`src/rtl/lsu_mem_ctrl.sv`:
```
// MEM-stage load/store initiator for a word-wide data memory (RV32I LB/LH/LW/LBU/LHU/SB/SH/SW).
// Latency accept->resp_valid: error 1, loads 2, SW 2, SB/SH 3 (read-modify-write) cycles.
// Backpressure: req_ready is high only in IDLE; requests presented in any other state are ignored.
module lsu_mem_ctrl #(
  parameter int MEM_WORDS   = 64,
  parameter bit CHECK_RANGE = 1'b1
) (
  input  logic        clk,
  input  logic        rst,
  input  logic        req_valid,
  input  logic        req_we,
  input  logic [2:0]  req_funct3,
  input  logic [31:0] req_addr,
  input  logic [31:0] req_wdata,
  output logic        req_ready,
  output logic        resp_valid,
  output logic [31:0] resp_rdata,
  output logic        resp_err,
  output logic [31:0] mem_a,
  output logic        mem_we,
  output logic [31:0] mem_wd,
  input  logic [31:0] mem_rd
);

  typedef enum logic [2:0] {
    S_IDLE  = 3'd0,
    S_LOAD  = 3'd1,
    S_RD    = 3'd2,
    S_WRITE = 3'd3,
    S_RESP  = 3'd4
  } state_t;

  localparam logic [30:0] WORD_LIM = 31'(MEM_WORDS);

  state_t      state, state_nxt;
  logic [2:0]  r_f3;
  logic [31:0] r_addr;
  logic [31:0] r_wd;      // store data, replaced by the merged word after RD
  logic [31:0] r_rdata;
  logic        r_err;

  logic        accept;
  logic        f3_bad, misaligned, out_of_range, req_bad;
  logic [7:0]  lane_b;
  logic [15:0] lane_h;
  logic [31:0] load_ext;
  logic [31:0] merged;

  assign accept = req_valid & req_ready;

  // Classify the incoming request: illegal funct3, misalignment, or word index past the memory
  always_comb begin
    f3_bad = 1'b0;
    if (req_we)
      f3_bad = req_funct3[2] | (req_funct3[1:0] == 2'b11);
    else
      f3_bad = (req_funct3 == 3'b011) | (req_funct3 == 3'b110) | (req_funct3 == 3'b111);
    misaligned   = ((req_funct3[1:0] == 2'b01) & req_addr[0]) |
                   ((req_funct3[1:0] == 2'b10) & (req_addr[1:0] != 2'b00));
    out_of_range = CHECK_RANGE & ({1'b0, req_addr[31:2]} >= WORD_LIM);
    req_bad      = f3_bad | misaligned | out_of_range;
  end

  // Pick the addressed lane out of the read word and extend it according to funct3
  always_comb begin
    lane_b   = mem_rd[{r_addr[1:0], 3'b000} +: 8];
    lane_h   = mem_rd[{r_addr[1], 4'b0000} +: 16];
    load_ext = mem_rd;
    case (r_f3)
      3'b000:  load_ext = {{24{lane_b[7]}}, lane_b};
      3'b100:  load_ext = {24'h0, lane_b};
      3'b001:  load_ext = {{16{lane_h[15]}}, lane_h};
      3'b101:  load_ext = {16'h0, lane_h};
      default: load_ext = mem_rd;
    endcase
  end

  // Replace the byte/half lane of the read word with store data, keeping the other lanes
  always_comb begin
    merged = mem_rd;
    if (r_f3[1:0] == 2'b00)
      merged[{r_addr[1:0], 3'b000} +: 8] = r_wd[7:0];
    else
      merged[{r_addr[1], 4'b0000} +: 16] = r_wd[15:0];
  end

  // State register
  always_ff @(posedge clk) begin
    if (rst)
      state <= S_IDLE;
    else
      state <= state_nxt;
  end

  // Next-state logic: errors skip memory, SW writes directly, SB/SH read first
  always_comb begin
    state_nxt = state;
    case (state)
      S_IDLE: begin
        if (accept) begin
          if (req_bad)
            state_nxt = S_RESP;
          else if (!req_we)
            state_nxt = S_LOAD;
          else if (req_funct3[1:0] == 2'b10)
            state_nxt = S_WRITE;
          else
            state_nxt = S_RD;
        end
      end
      S_LOAD:  state_nxt = S_RESP;
      S_RD:    state_nxt = S_WRITE;
      S_WRITE: state_nxt = S_RESP;
      S_RESP:  state_nxt = S_IDLE;
      default: state_nxt = S_IDLE;
    endcase
  end

  // Request latch, load capture, merge capture and response registers
  always_ff @(posedge clk) begin
    if (rst) begin
      r_f3    <= 3'b000;
      r_addr  <= 32'h0;
      r_wd    <= 32'h0;
      r_rdata <= 32'h0;
      r_err   <= 1'b0;
    end else begin
      case (state)
        S_IDLE: begin
          if (accept) begin
            r_f3   <= req_funct3;
            r_addr <= req_addr;
            r_wd   <= req_wdata;
            if (req_bad) begin
              r_rdata <= 32'h0;
              r_err   <= 1'b1;
            end
          end
        end
        S_LOAD: begin
          r_rdata <= load_ext;
          r_err   <= 1'b0;
        end
        S_RD: r_wd <= merged;
        S_WRITE: begin
          r_rdata <= 32'h0;
          r_err   <= 1'b0;
        end
        default: ;
      endcase
    end
  end

  // Outputs: memory port only driven during LOAD/RD/WRITE; write strobe dropped under reset
  always_comb begin
    req_ready  = (state == S_IDLE);
    resp_valid = (state == S_RESP);
    mem_a      = 32'h0;
    mem_we     = 1'b0;
    mem_wd     = 32'h0;
    if ((state == S_LOAD) || (state == S_RD) || (state == S_WRITE))
      mem_a = {r_addr[31:2], 2'b00};
    if (state == S_WRITE) begin
      mem_we = ~rst;
      mem_wd = r_wd;
    end
  end

  assign resp_rdata = r_rdata;
  assign resp_err   = r_err;

endmodule

```
`config.mk`:
```
export PLATFORM = sky130hd
export DESIGN_NAME = lsu_mem_ctrl
export DESIGN_NICKNAME = d
export VERILOG_FILES = /design/src/rtl/lsu_mem_ctrl.sv
export SDC_FILE = /design/constraint.sdc
export NUM_CORES = 1
export LEC_CHECK = 0
export BUFFER_PORTS_ARGS = -buffer_cell sky130_fd_sc_hd__buf_2
export CELL_PAD_IN_SITES_DETAIL_PLACEMENT = 0
export CELL_PAD_IN_SITES_GLOBAL_PLACEMENT = 2
export CORE_MARGIN = 2
export CORE_UTILIZATION = 30
export CTS_CLUSTER_DIAMETER = 30
export DETAILED_ROUTE_END_ITERATION = 12
export GPL_ROUTABILITY_DRIVEN = 0
export PLACE_DENSITY = 0.82
export SLEW_MARGIN = 20
export SYNTH_ARGS = -nofsm -noshare
export SYNTH_HDL_FRONTEND = slang
export SYNTH_SLANG_ARGS = --single-unit
```
`constraint.sdc`:
```
create_clock -name clk -period 3.7 [get_ports clk]
set_clock_uncertainty 0.15 [all_clocks]
set_input_delay 0.555 -clock clk [delete_from_list [all_inputs] [get_ports clk]]
set_output_delay 0.555 -clock clk [all_outputs]
set_load 0.005 [all_outputs]
```
==> flow_summary.ini <==
[detailed_routing]
ant_nets = 0
wl_met2_mm = 9.930
vias = 6007
wire_per_inst_um = 19.69
met1_length_mm = 10.21
drc = 0
first_pass_iters = 5
wirelength_mm = 21.77
vias_per_cell = 5.431
drt-initial-drc-count = 447
wl_met3_mm = 1.323
top_layer = met4

[floorplanning]
io_pins = 203
core_area_mm2 = 0.01877
die_w_um = 142.7
die_area_mm2 = 0.02035
die_y_um = 142.7
rows = 50
start_util_pct = 30.73

[yosys]
ys_types = 67
synth_cells = 699
syn_area_per_cell_um2 = 8.252
yosysWarnings = 0
synth_ff_type = dfxtp_1
synth_mux_area_share_pct = 2.777
synth_fa_ha_area_share_pct = 1.085
synthesis.area_mm2 = 0.005768
synth_compound_area_share_pct = 30.43
synth_top_cell_by_area = dfxtp_1
ys_top_cells_by_count = dfxtp_1, nand2_1, a21oi_1
synthSimpleGateAreaFrac_pct = 23.12
synthXorXnorAreaFrac_pct = 0
async_reset_ff_share_pct = 0
ys_top_cells_by_area = dfxtp_1, a21oi_1, nand2_1, a221oi_2, and2_1
ys_ff_latch = 103
yosysMostFrequentCell = dfxtp_1
synth_top_family_by_area = compound AO/OA/AOI/OAI gates
synth-edff-count = 0
yosysTopAreaCellShare_pct = 35.75
synth.yosys.seq_area_share_pct = 35.75

[worst_hold_path]
hold_end = r_addr[2]
hp-start = req_addr[2]
min_path_type = in2reg
worstHoldPathCells = 3

[critical_path]
cp-start-kind = register
cp.arrival_ns = 2.78
crit_path_max_fanout = 14
reg2regPathDepth = 6
reg2reg_from = r_addr[0]
timing.rr.end = r_wd[25]
crit_required_ns = 3.79
r2r_slack_ns = 1.02
worstSetupEndpointType = register
critical_path_class = reg2reg

[layout]
syn2layout_area_growth_pct = 25.77
fin_cells = 1106
drive_above_1_share_pct = 31.46
nNetsFinal = 974

[global_route]
antenna_found_initial = 0
grt_pass1_wl_mm = 33.06
grt_pass1_vias = 5604
grt_max_degree = 68
globalRoute.totalOverflow = 0
track_usage_pct = 21.02

[placement]
portBuffers = 200
hpwlAfterDp_mm = 15.99
pre_cts_ws_ns = 0.9286
dp.cells = 1089

[timing]
min_period_over_period_pct = 72.53
setup_violations = 0
post-route-min-period_ns = 2.684
rsz0062_at_grt = no
holdWs_ns = 0.2749
tightest_slew_ns = 0.9275
fin_ws_ns = 1.016
tns_ns = 0
finalMaxSlewViolations = 0
slew_headroom_pct = 38.01
hold_viol_final = 0
clock.fmax_ghz = 0.3726

[clock_tree]
htree_num_levels = 3
ctsResizeCount = 0
cts_buffer_depth = 2
clockRootBuffer = clkbuf_16
clk_latency_ns = 0.36
tritoncts = built
cts.clk_slew.worst_paths_ns = 0.08
cts_setup_buffers = 0
cts_hold_buf = 0
numCtsBuffers = 9
cts_sinks = 103

[outcome]
status = finished, final reports clean

[power_and_ir_drop]
power_density_mw_per_mm2 = 360.8
power_mw = 2.617
peakVddDrop_v = 0.0002167
p_leak_nw = 3.166

[run]
cap_viol_max_count = 0
## final cells by class
class / count / area, um^2
clock inverters: 7 / 88.84
clock buffers: 9 / 225.2
multi-input cells: 504 / 3324
inverters: 28 / 105.1
repair buffers: 220 / 1154
diodes: 1 / 2.502
flip-flops and latches: 103 / 2062
well taps: 234 / 292.8
fillers: 2006 / 11510
## layer usage
metal,vias to the layer above,track usage [%]
met5,-,0
met4,0,5.784
met3,21,3.856
met2,206,31.71
met1,2867,30.63
li1,2913,-
## registers in the layout, indices dropped and copies added, names as in the netlist
signal      flops
r_addr         32
r_f3            3
r_wd           32
resp_err        1
resp_rdata     32
state           3
## cells in the final DEF (no fill, tap or decap), types with 13 or more instances in the layout
| cell | instances |
|---|---|
| and3_1 | 32 |
| buf_2 | 199 |
| nor4_1 | 16 |
| a21oi_1 | 69 |
| a311oi_1 | 13 |
| dfxtp_1 | 103 |
| a22oi_1 | 20 |
| buf_4 | 21 |
| nor2_1 | 45 |
| inv_1 | 27 |
| and2_1 | 33 |
| a221oi_2 | 20 |
| a221oi_1 | 20 |
| nand2_1 | 92 |
## kinds of logic (layout without fill, tap and decap cells)
kind of cell,after synthesis,in the layout
simple gates,259,259
compound gates,225,225
fa+ha+maj,5,5
buf+inv,93,264
flops,103,103
mux,13,13
other cells,1,3
## critical path: stages (launching register included)
cell	delay (ns)
dfxtp_1	0.66
inv_1	0.17
ha_1	0.38
nor3b_2	0.44
a31oi_1	0.14
mux2_2	0.27
a2111oi_0	0.35
## power by group
part | total, mW | switching [mW] | internal (mW)
logic | 0.372 | 0.230 | 0.143
clock network | 1.03 | 0.490 | 0.544
registers | 1.21 | 0.0514 | 1.16
total | 2.62 | 0.771 | 1.85
## worst max path at each step
stage / slack [ns] / end / from
after global routing: 0.80 / r_wd[25] / r_addr[0]
after detailed placement: 0.93 / resp_rdata[17] / rst
after floorplan: 1.17 / r_wd[25] / r_addr[1]
after CTS: 0.99 / r_wd[25] / r_addr[0]
final: 1.02 / r_wd[25] / r_addr[0]
after global placement: 0.98 / resp_rdata[31] / rst
## per-stage QoR
stage,cell area [um^2],utilization (%)
2_1_floorplan,5772,-
3_3_place_gp,6938,36.97
3_5_place_dp,6938,36.97
4_1_cts,7252,38.64
5_1_grt,7252,38.64
6_report,7254,38.65
No activity file was read; power rests on OpenSTA's default activity.
